==> config.mk <==
export PLATFORM = sky130hd
export DESIGN_NAME = channel_accumulator_flat
export DESIGN_NICKNAME = d
export VERILOG_FILES = /design/src/rtl/channel_accumulator_if.sv /design/src/rtl/channel_accumulator.sv /design/src/flat_wrapper.sv
export SDC_FILE = /design/constraint.sdc
export NUM_CORES = 1
export LEC_CHECK = 0
export ABC_AREA = 1
export BUFFER_PORTS_ARGS = -buffer_cell sky130_fd_sc_hd__buf_2
export CAP_MARGIN = 20
export CORE_UTILIZATION = 40
export CTS_BUF_LIST = sky130_fd_sc_hd__clkbuf_16
export DETAILED_ROUTE_END_ITERATION = 8
export HOLD_SLACK_MARGIN = 0.02
export PLACE_DENSITY_LB_ADDON = 0.15
export SYNTH_ARGS = -nofsm -noshare
export SYNTH_HDL_FRONTEND = slang
export SYNTH_SLANG_ARGS = --single-unit
==> constraint.sdc <==
create_clock -name clk -period 7.15 [get_ports clk]
set_input_delay 1.43 -clock clk [delete_from_list [all_inputs] [get_ports clk]]
set_output_delay 1.43 -clock clk [all_outputs]
set_load 0.03 [all_outputs]
==> src/rtl/channel_accumulator_if.sv <==
// Handshake and control bundle between the convolver MAC stage, the channel
// accumulator and the output writeback stage.
interface channel_accumulator_if #(
    parameter int IN_W  = 32,
    parameter int OUT_W = 16,
    parameter int CNT_W = 10
);
    logic             start;
    logic [CNT_W-1:0] num_ch;
    logic [OUT_W-1:0] bias;
    logic             relu_en;
    logic             in_valid;
    logic             in_ready;
    logic [IN_W-1:0]  in_data;
    logic             out_valid;
    logic             out_ready;
    logic [OUT_W-1:0] out_data;
    logic             busy;
    logic             done;
    logic             sat_flag;
    logic [15:0]      sat_count;

    modport master (
        output start, num_ch, bias, relu_en, in_valid, in_data, out_ready,
        input  in_ready, out_valid, out_data, busy, done, sat_flag, sat_count
    );

    modport slave (
        input  start, num_ch, bias, relu_en, in_valid, in_data, out_ready,
        output in_ready, out_valid, out_data, busy, done, sat_flag, sat_count
    );
endinterface

==> src/rtl/channel_accumulator.sv <==
// Sums per-channel MAC results for one output pixel, adds bias, optional ReLU,
// saturates to OUT_W. Define CHACC_SAT_CNT_EN to build the saturation counter.
module channel_accumulator #(
    parameter int IN_W  = 32,
    parameter int OUT_W = 16,
    parameter int CNT_W = 10,
    parameter int ACC_W = IN_W + CNT_W
) (
    input logic clk,
    input logic rst,
    channel_accumulator_if.slave bus
);
    localparam logic [1:0] IDLE   = 2'd0;
    localparam logic [1:0] ACCUM  = 2'd1;
    localparam logic [1:0] RESULT = 2'd2;

    localparam logic signed [ACC_W-1:0] SAT_MAX = {{(ACC_W-OUT_W+1){1'b0}}, {(OUT_W-1){1'b1}}};
    localparam logic signed [ACC_W-1:0] SAT_MIN = ~SAT_MAX;

    logic [1:0]              state;
    logic signed [ACC_W-1:0] acc;
    logic [CNT_W-1:0]        cnt;
    logic [CNT_W-1:0]        num_ch_q;
    logic [OUT_W-1:0]        bias_q;
    logic                    relu_q;
    logic                    out_valid_q;
    logic [OUT_W-1:0]        out_data_q;
    logic                    sat_flag_q;

    logic signed [ACC_W-1:0] in_ext;
    logic signed [ACC_W-1:0] bias_ext;
    logic signed [ACC_W-1:0] total;
    logic signed [ACC_W-1:0] rect;
    logic                    relu_sel;
    logic [OUT_W-1:0]        sat_result;
    logic                    clipped;
    logic                    last_beat;
    logic                    handshake;

    // In IDLE the result path works straight off the start inputs so a
    // zero-channel pixel can present sat(bias) on the following cycle.
    always_comb begin
        in_ext   = {{(ACC_W-IN_W){bus.in_data[IN_W-1]}}, bus.in_data};
        if (state == IDLE) begin
            bias_ext = {{(ACC_W-OUT_W){bus.bias[OUT_W-1]}}, bus.bias};
            relu_sel = bus.relu_en;
            total    = bias_ext;
        end else begin
            bias_ext = {{(ACC_W-OUT_W){bias_q[OUT_W-1]}}, bias_q};
            relu_sel = relu_q;
            total    = acc + in_ext + bias_ext;
        end
        rect = (relu_sel && total[ACC_W-1]) ? '0 : total;
        if (rect > SAT_MAX) begin
            sat_result = SAT_MAX[OUT_W-1:0];
            clipped    = 1'b1;
        end else if (rect < SAT_MIN) begin
            sat_result = SAT_MIN[OUT_W-1:0];
            clipped    = 1'b1;
        end else begin
            sat_result = rect[OUT_W-1:0];
            clipped    = 1'b0;
        end
    end

    assign last_beat = (cnt == num_ch_q - CNT_W'(1));
    assign handshake = (state == RESULT) && out_valid_q && bus.out_ready;

    always_ff @(posedge clk or posedge rst) begin
        if (rst) begin
            state       <= IDLE;
            acc         <= '0;
            cnt         <= '0;
            num_ch_q    <= '0;
            bias_q      <= '0;
            relu_q      <= 1'b0;
            out_valid_q <= 1'b0;
            out_data_q  <= '0;
            sat_flag_q  <= 1'b0;
        end else begin
            case (state)
                IDLE: begin
                    if (bus.start) begin
                        num_ch_q <= bus.num_ch;
                        bias_q   <= bus.bias;
                        relu_q   <= bus.relu_en;
                        acc      <= '0;
                        cnt      <= '0;
                        if (bus.num_ch == '0) begin
                            out_data_q  <= sat_result;
                            sat_flag_q  <= clipped;
                            out_valid_q <= 1'b1;
                            state       <= RESULT;
                        end else begin
                            state <= ACCUM;
                        end
                    end
                end
                ACCUM: begin
                    if (bus.in_valid) begin
                        acc <= acc + in_ext;
                        cnt <= cnt + CNT_W'(1);
                        if (last_beat) begin
                            out_data_q  <= sat_result;
                            sat_flag_q  <= clipped;
                            out_valid_q <= 1'b1;
                            state       <= RESULT;
                        end
                    end
                end
                RESULT: begin
                    if (handshake) begin
                        out_valid_q <= 1'b0;
                        state       <= IDLE;
                    end
                end
                default: state <= IDLE;
            endcase
        end
    end

`ifdef CHACC_SAT_CNT_EN
    logic [15:0] sat_cnt;

    always_ff @(posedge clk or posedge rst) begin
        if (rst) begin
            sat_cnt <= '0;
        end else if (handshake && sat_flag_q && sat_cnt != 16'hFFFF) begin
            sat_cnt <= sat_cnt + 16'd1;
        end
    end

    assign bus.sat_count = sat_cnt;
`else
    assign bus.sat_count = 16'd0;
`endif

    assign bus.in_ready  = (state == ACCUM);
    assign bus.busy      = (state != IDLE);
    assign bus.done      = handshake;
    assign bus.out_valid = out_valid_q;
    assign bus.out_data  = out_data_q;
    assign bus.sat_flag  = sat_flag_q;
endmodule

==> src/flat_wrapper.sv <==
// flat-port wrapper written by rule: the top's interface ports become plain ports
module channel_accumulator_flat 
#(
    parameter int IN_W  = 32,
    parameter int OUT_W = 16,
    parameter int CNT_W = 10,
    parameter int ACC_W = IN_W + CNT_W
)
  (clk, rst, bus_start, bus_num_ch, bus_bias, bus_relu_en, bus_in_valid, bus_in_data, bus_out_ready, bus_in_ready, bus_out_valid, bus_out_data, bus_busy, bus_done, bus_sat_flag, bus_sat_count);
  channel_accumulator_if #(.IN_W(IN_W), .OUT_W(OUT_W), .CNT_W(CNT_W)) bus_i ();
  input logic clk;
  input logic rst;
  input wire logic [$bits(bus_i.start)-1:0] bus_start;
  input wire logic [$bits(bus_i.num_ch)-1:0] bus_num_ch;
  input wire logic [$bits(bus_i.bias)-1:0] bus_bias;
  input wire logic [$bits(bus_i.relu_en)-1:0] bus_relu_en;
  input wire logic [$bits(bus_i.in_valid)-1:0] bus_in_valid;
  input wire logic [$bits(bus_i.in_data)-1:0] bus_in_data;
  input wire logic [$bits(bus_i.out_ready)-1:0] bus_out_ready;
  output wire logic [$bits(bus_i.in_ready)-1:0] bus_in_ready;
  output wire logic [$bits(bus_i.out_valid)-1:0] bus_out_valid;
  output wire logic [$bits(bus_i.out_data)-1:0] bus_out_data;
  output wire logic [$bits(bus_i.busy)-1:0] bus_busy;
  output wire logic [$bits(bus_i.done)-1:0] bus_done;
  output wire logic [$bits(bus_i.sat_flag)-1:0] bus_sat_flag;
  output wire logic [$bits(bus_i.sat_count)-1:0] bus_sat_count;
  assign bus_i.start = bus_start;
  assign bus_i.num_ch = bus_num_ch;
  assign bus_i.bias = bus_bias;
  assign bus_i.relu_en = bus_relu_en;
  assign bus_i.in_valid = bus_in_valid;
  assign bus_i.in_data = bus_in_data;
  assign bus_i.out_ready = bus_out_ready;
  assign bus_in_ready = bus_i.in_ready;
  assign bus_out_valid = bus_i.out_valid;
  assign bus_out_data = bus_i.out_data;
  assign bus_busy = bus_i.busy;
  assign bus_done = bus_i.done;
  assign bus_sat_flag = bus_i.sat_flag;
  assign bus_sat_count = bus_i.sat_count;
  channel_accumulator #(.IN_W(IN_W), .OUT_W(OUT_W), .CNT_W(CNT_W), .ACC_W(ACC_W)) u_core (.clk(clk), .rst(rst), .bus(bus_i));
endmodule
# Word-level counts from Yosys, hierarchy flattened

Cells that the tools add are included.

Register bits: 99
Bits of input ports: 64
Output and inout port bits: 37
Logic and storage cells: 71

Add/sub/neg operators: 4
$lt $le $gt $ge: 2
Equal/unequal tests: 8
Mux-type cells: 35
Reductions and logical operators: 13

Operators with widths:

| operator                | number |
|---|---|
| $mux W42                | 4 |
| $mux W16                | 6 |
| $pmux W42 S2            | 1 |
| $add A42 B16 Y42        | 1 |
| $add A42 B32 Y42        | 1 |
| $gt A42 B16 Y1 const B  | 1 |
| $lt A42 B16 Y1 const B  | 1 |
| $pmux W16 S2            | 1 |
| $mux W10                | 2 |
| $pmux W10 S2            | 1 |
| $mux W1                 | 12 |
| $add A10 B1 Y10 const B | 1 |
| $eq A10 B10 Y1          | 1 |
| $logic_not A10 Y1       | 1 |
| $mux W2                 | 5 |
| $sub A10 B1 Y10 const B | 1 |
| $ne A2 B2 Y1 const B    | 4 |
| $pmux W2 S3             | 1 |
| $reduce_and A6 Y1       | 1 |
| $reduce_and A5 Y1       | 1 |
| $reduce_and A4 Y1       | 1 |
| $reduce_bool A2 Y1      | 2 |
| $logic_and A1 B1 Y1     | 3 |
| $pmux W1 S3             | 1 |
| 8 further kinds         | 8 |

# Logic depth before layout (Yosys ltp)

Word-level depth: 11
Gate-level depth with buffers: 36
Gate-level depth less buffers: 35

# Least setup slack after synthesis

Ideal clock, no wire load.

Path kind: input to register
Start point: in bus_in_data[0]
End point: reg u_core.out_data_q[0], in the netlist u_core.bus.out_data[0]
Setup time: 117 ps
Data arrival time: 5429 ps
Required time: 7033 ps
Slack: 1605 ps
Stages: 32
Path buffers: 1
Cells stage by stage: ha_1 -> inv_1 -> fa_1 -> o21ai_1 -> a21oi_1 -> o21bai_1 -> a21boi_1 -> o21ai_0 -> a21boi_1 -> o21ai_0 -> xor2_1 -> ha_1 -> inv_1 -> o21ai_0 -> nor2_1 -> nand2_1 -> a21oi_1 -> nand2_2 -> nand2_1 -> and2_1 -> nand3_2 -> nand3_4 -> nand3_4 -> nand2_2 -> nor2_2 -> nand2_2 -> nand2_4 -> buf_12 -> nand2_2 -> nand2_1 -> nand2_1 -> nand2_1

Longest elaborated chain between the ends: 11
Elaborated cells between the ends (all ways): 14
Those cells by class: 2 x add/sub; 2 x order compare; 9 x mux; 1 x reduce/logical

RTL lines:

| what                        | RTL line                                              | source |
|---|---|---|
| start, declared             | flat_wrapper.sv:18                                    | `input wire logic [$bits(bus_i.in_data)-1:0] bus_in_data;` |
| $add A42 B32 Y42 (*)        | channel_accumulator.sv:51                             | `total = acc + in_ext + bias_ext;` |
| $add A42 B16 Y42 (*)        | channel_accumulator.sv:51                             |  |
| $mux W42 (*)                | channel_accumulator.sv:44                             | `if (state == IDLE) begin` |
| $logic_and A1 B1 Y1         | channel_accumulator.sv:53                             | `rect = (relu_sel && total[ACC_W-1]) ? '0 : total;` |
| $mux W42 (*)                | channel_accumulator.sv:53                             |  |
| $lt A42 B16 Y1              | channel_accumulator.sv:57                             | `end else if (rect < SAT_MIN) begin` |
| $mux W16                    | channel_accumulator.sv:57                             |  |
| $mux W16 (*)                | channel_accumulator.sv:54                             | `if (rect > SAT_MAX) begin` |
| $mux W16 (on tied branches) | channel_accumulator.sv:103, channel_accumulator.sv:89 |  |
| $mux W16 (on tied branches) | channel_accumulator.sv:100, channel_accumulator.sv:83 |  |
| $pmux W16 S2 (*)            | channel_accumulator.sv:81                             | `case (state)` |
| end signal, assigned        | channel_accumulator.sv:90                             | `out_data_q <= sat_result;` |
| end signal, assigned        | channel_accumulator.sv:104                            | `out_data_q <= sat_result;` |
| end, declared               | channel_accumulator.sv:27                             | `logic [OUT_W-1:0] out_data_q;` |

Mark *: on every way between the ends. The rest lies on a longest branch, timed or not. The select of a mux whose other input is x is not followed.
A chain may end at the register's enable or synchronous reset.

# Final worst setup path

Start point: in bus_in_data[0]
End point: reg u_core.out_data_q[7], in the netlist u_core.bus.out_data[7]

Same word-level chain as after synthesis.

==> metrics.yaml <==
status: "complete, no violations"
muxShareOfSynthArea: 0
wl_mm: 33.0
cp_max_fo: 17
vias_per_cell: 5.17
dpl_cell_area_mm2: 0.0113
final_common_cell: "nand2_1"
cts_inserted_buffers: 9
maxUsedRoutingLayer: "met4"
cp.arrival_ns: 6.70
grt_usage: 0.247
die_area_mm2: 0.0271
synth_fa_ha_area_frac: 0.103
yosysSeqAreaShare: 0.234
synth_top_family_by_area: "simple AND/OR/NAND/NOR gates"
hold_buffers: 0
worstSetupPathType: "input pin to register"
drive_gt1_frac: 0.0928
tightest_slew_ns: 0.848
grt_pass1_wl_mm: 51.6
diodes: 0
final_cell_mix: "nand2_1, inv_1, nor2_1"
multiInputGateArea_mm2: 0.00703
hpwl_mm: 26.6
post-route-period-util: 0.900
area_growth_pct: 9.68
rsz0062_at_grt: "no"
fillerInstances: 2744
hold_path.class: "register to register"
crit_path_start_kind: "input pin"
start_util: 0.407
async_reset_ff_frac: 1.00
synth_cell_type_count: 52
path_clk_slew_ns: 0.08
finalSetupTns_ns: 0
synth_cells: 1654
overflow: 0
cts_tree: "done"
period_minus_slack_ns: 6.43
synth_warnings: 0
synth_xor_area_frac: 0.0521
r2r_setup_slack_ns: 1.48
hold_viol: 0
firstDrtPassIters: 5
relSlewSlack: 0.431
critical-path-max-stage-delay_ns: 0.42
design.core.area_mm2: 0.0260
grt_max_degree: 57
io_buffers: 84
grt_pass1_vias: 9883
cts.sinks: 99
final.setup_skew_ns: 0.0119
antenna_left: 0
wl_met1_mm: 15.6
synth_edf_count: 0
final_area_mm2: 0.0116
htreeDepth: 3
maxCapViolations: 0
yosys.area_share.simple: 0.349
cts_setup_buffers: 0
slowest_stage: "fa_1"
synth_compound_area_frac: 0.154
vias: 10700
whs_ns: 0.479
die_h_um: 165
cts_resized: 0
finalNetCount: 1879
clock_path_buffers: 2
cts-root-buf: "clkbuf_16"
wl_met3_mm: 1.36
gp_congestion: 0.967
die_w_um: 165
synth.avg_cell_area_um2: 6.40
cp.required_ns: 7.41
wl_met2_mm: 15.4
synth_flop_cell: "dfrtp_1"
rows: 59
insertion_delay_ns: 0.37
crit_path_end_kind: "register"
setup_violations: 0
finalMaxSlewViolations: 0
seqCellArea_mm2: 0.00248
syn_area_mm2: 0.0106
wl_per_cell_um: 16.0
fmax_mhz: 155
drt_iter0_drc: 841
drc: 0
ys_seq_elements: 99
critical_path.most_common_cell: "nand2_1"
pin_count: 101
antenna_found_initial: 0
## final timing paths
| path | start | endpoint | depth (start not counted) |
|---|---|---|---|
| max in group asynchronous | rst | u_core.bus.out_data[11]$_DFFE_PP0P_ | 3 |
| min | u_core.bus.out_data[4]$_DFFE_PP0P_ | u_core.bus.out_data[4]$_DFFE_PP0P_ | 2 |
| min in group asynchronous | rst | u_core.acc[5]$_DFFE_PP0P_ | 2 |
| max reg2reg | u_core.acc[0]$_DFFE_PP0P_ | u_core.bus.out_data[7]$_DFFE_PP0P_ | 29 |
| min reg2reg | u_core.bus.out_data[4]$_DFFE_PP0P_ | u_core.bus.out_data[4]$_DFFE_PP0P_ | 2 |
| max | bus_in_data[0] | u_core.bus.out_data[7]$_DFFE_PP0P_ | 30 |
## routing by layer
metal	track usage	vias up
li1	-	5503
met1	0.331	4894
met2	0.419	258
met3	0.0254	32
met4	0.0667	0
met5	0	-
## layout make-up
type | instances | share of cell area
Sequential cell | 99 | 0.213
Clock buffer | 9 | 0.0194
Clock inverter | 7 | 0.00744
Tap cell | 335 | 0.0361
Timing Repair Buffer | 90 | 0.0418
Inverter | 236 | 0.0765
Multi-Input combinational cell | 1293 | 0.605
## cell usage after synthesis, types with 11 or more instances
master    instances  share of area
xnor2_1          29          0.024
o21bai_1         11         0.0078
nand2_1         510           0.18
buf_4            18          0.013
nand3_1          90          0.043
nor2_1          160          0.057
nor3_1           15         0.0071
clkbuf_1         17         0.0060
a31oi_1          12         0.0071
a22o_1           39          0.032
xor2_1           34          0.028
inv_1           229          0.081
dfrtp_1          99           0.23
nand2_2          18          0.011
ha_1             84          0.099
nand4_1          24          0.014
a21o_1           12         0.0085
o21ai_0          66          0.031
a21oi_1          94          0.044
## registers in the layout (all words and copies together) (netlist names)
register,flops
u_core.bus.out_valid,1
u_core.num_ch_q,10
u_core.acc,42
u_core.bus.out_data,16
u_core.bus.sat_flag,1
u_core.relu_q,1
u_core.cnt,10
u_core.bias_q,16
u_core.state,2
## worst max-delay path: cells and delay by family
family / cells / cell delay, ns
AO/OA/AOI/OAI: 10 / 2.07
adder cells (fa/ha/maj): 3 / 0.99
XOR/XNOR: 1 / 0.26
AND/OR/NAND/NOR: 13 / 1.65
buffers and inverters: 3 / 0.27
## stage by stage
stage               setup slack (ns)   util  cells
detailed placement             0.428  0.434   2052
global route                  0.0548  0.447   2069
finish                         0.717  0.447   2069
global placement               0.583  0.434   2052
floorplan                       1.60      -   1669
CTS                            0.806  0.446   2068
## cells by family (layout without fill, tap and decap cells)
group | Yosys count | after routing
AO/OA/AOI/OAI | 265 | 265
XOR/XNOR | 63 | 63
adder cells (fa/ha/maj) | 86 | 86
buffers and inverters | 277 | 342
flip-flops | 99 | 99
other | 1 | 16
AND/OR/NAND/NOR | 863 | 863
Power is not shown: default switching activity piles up to over one toggle a cycle in this logic, so the estimate is an artifact.
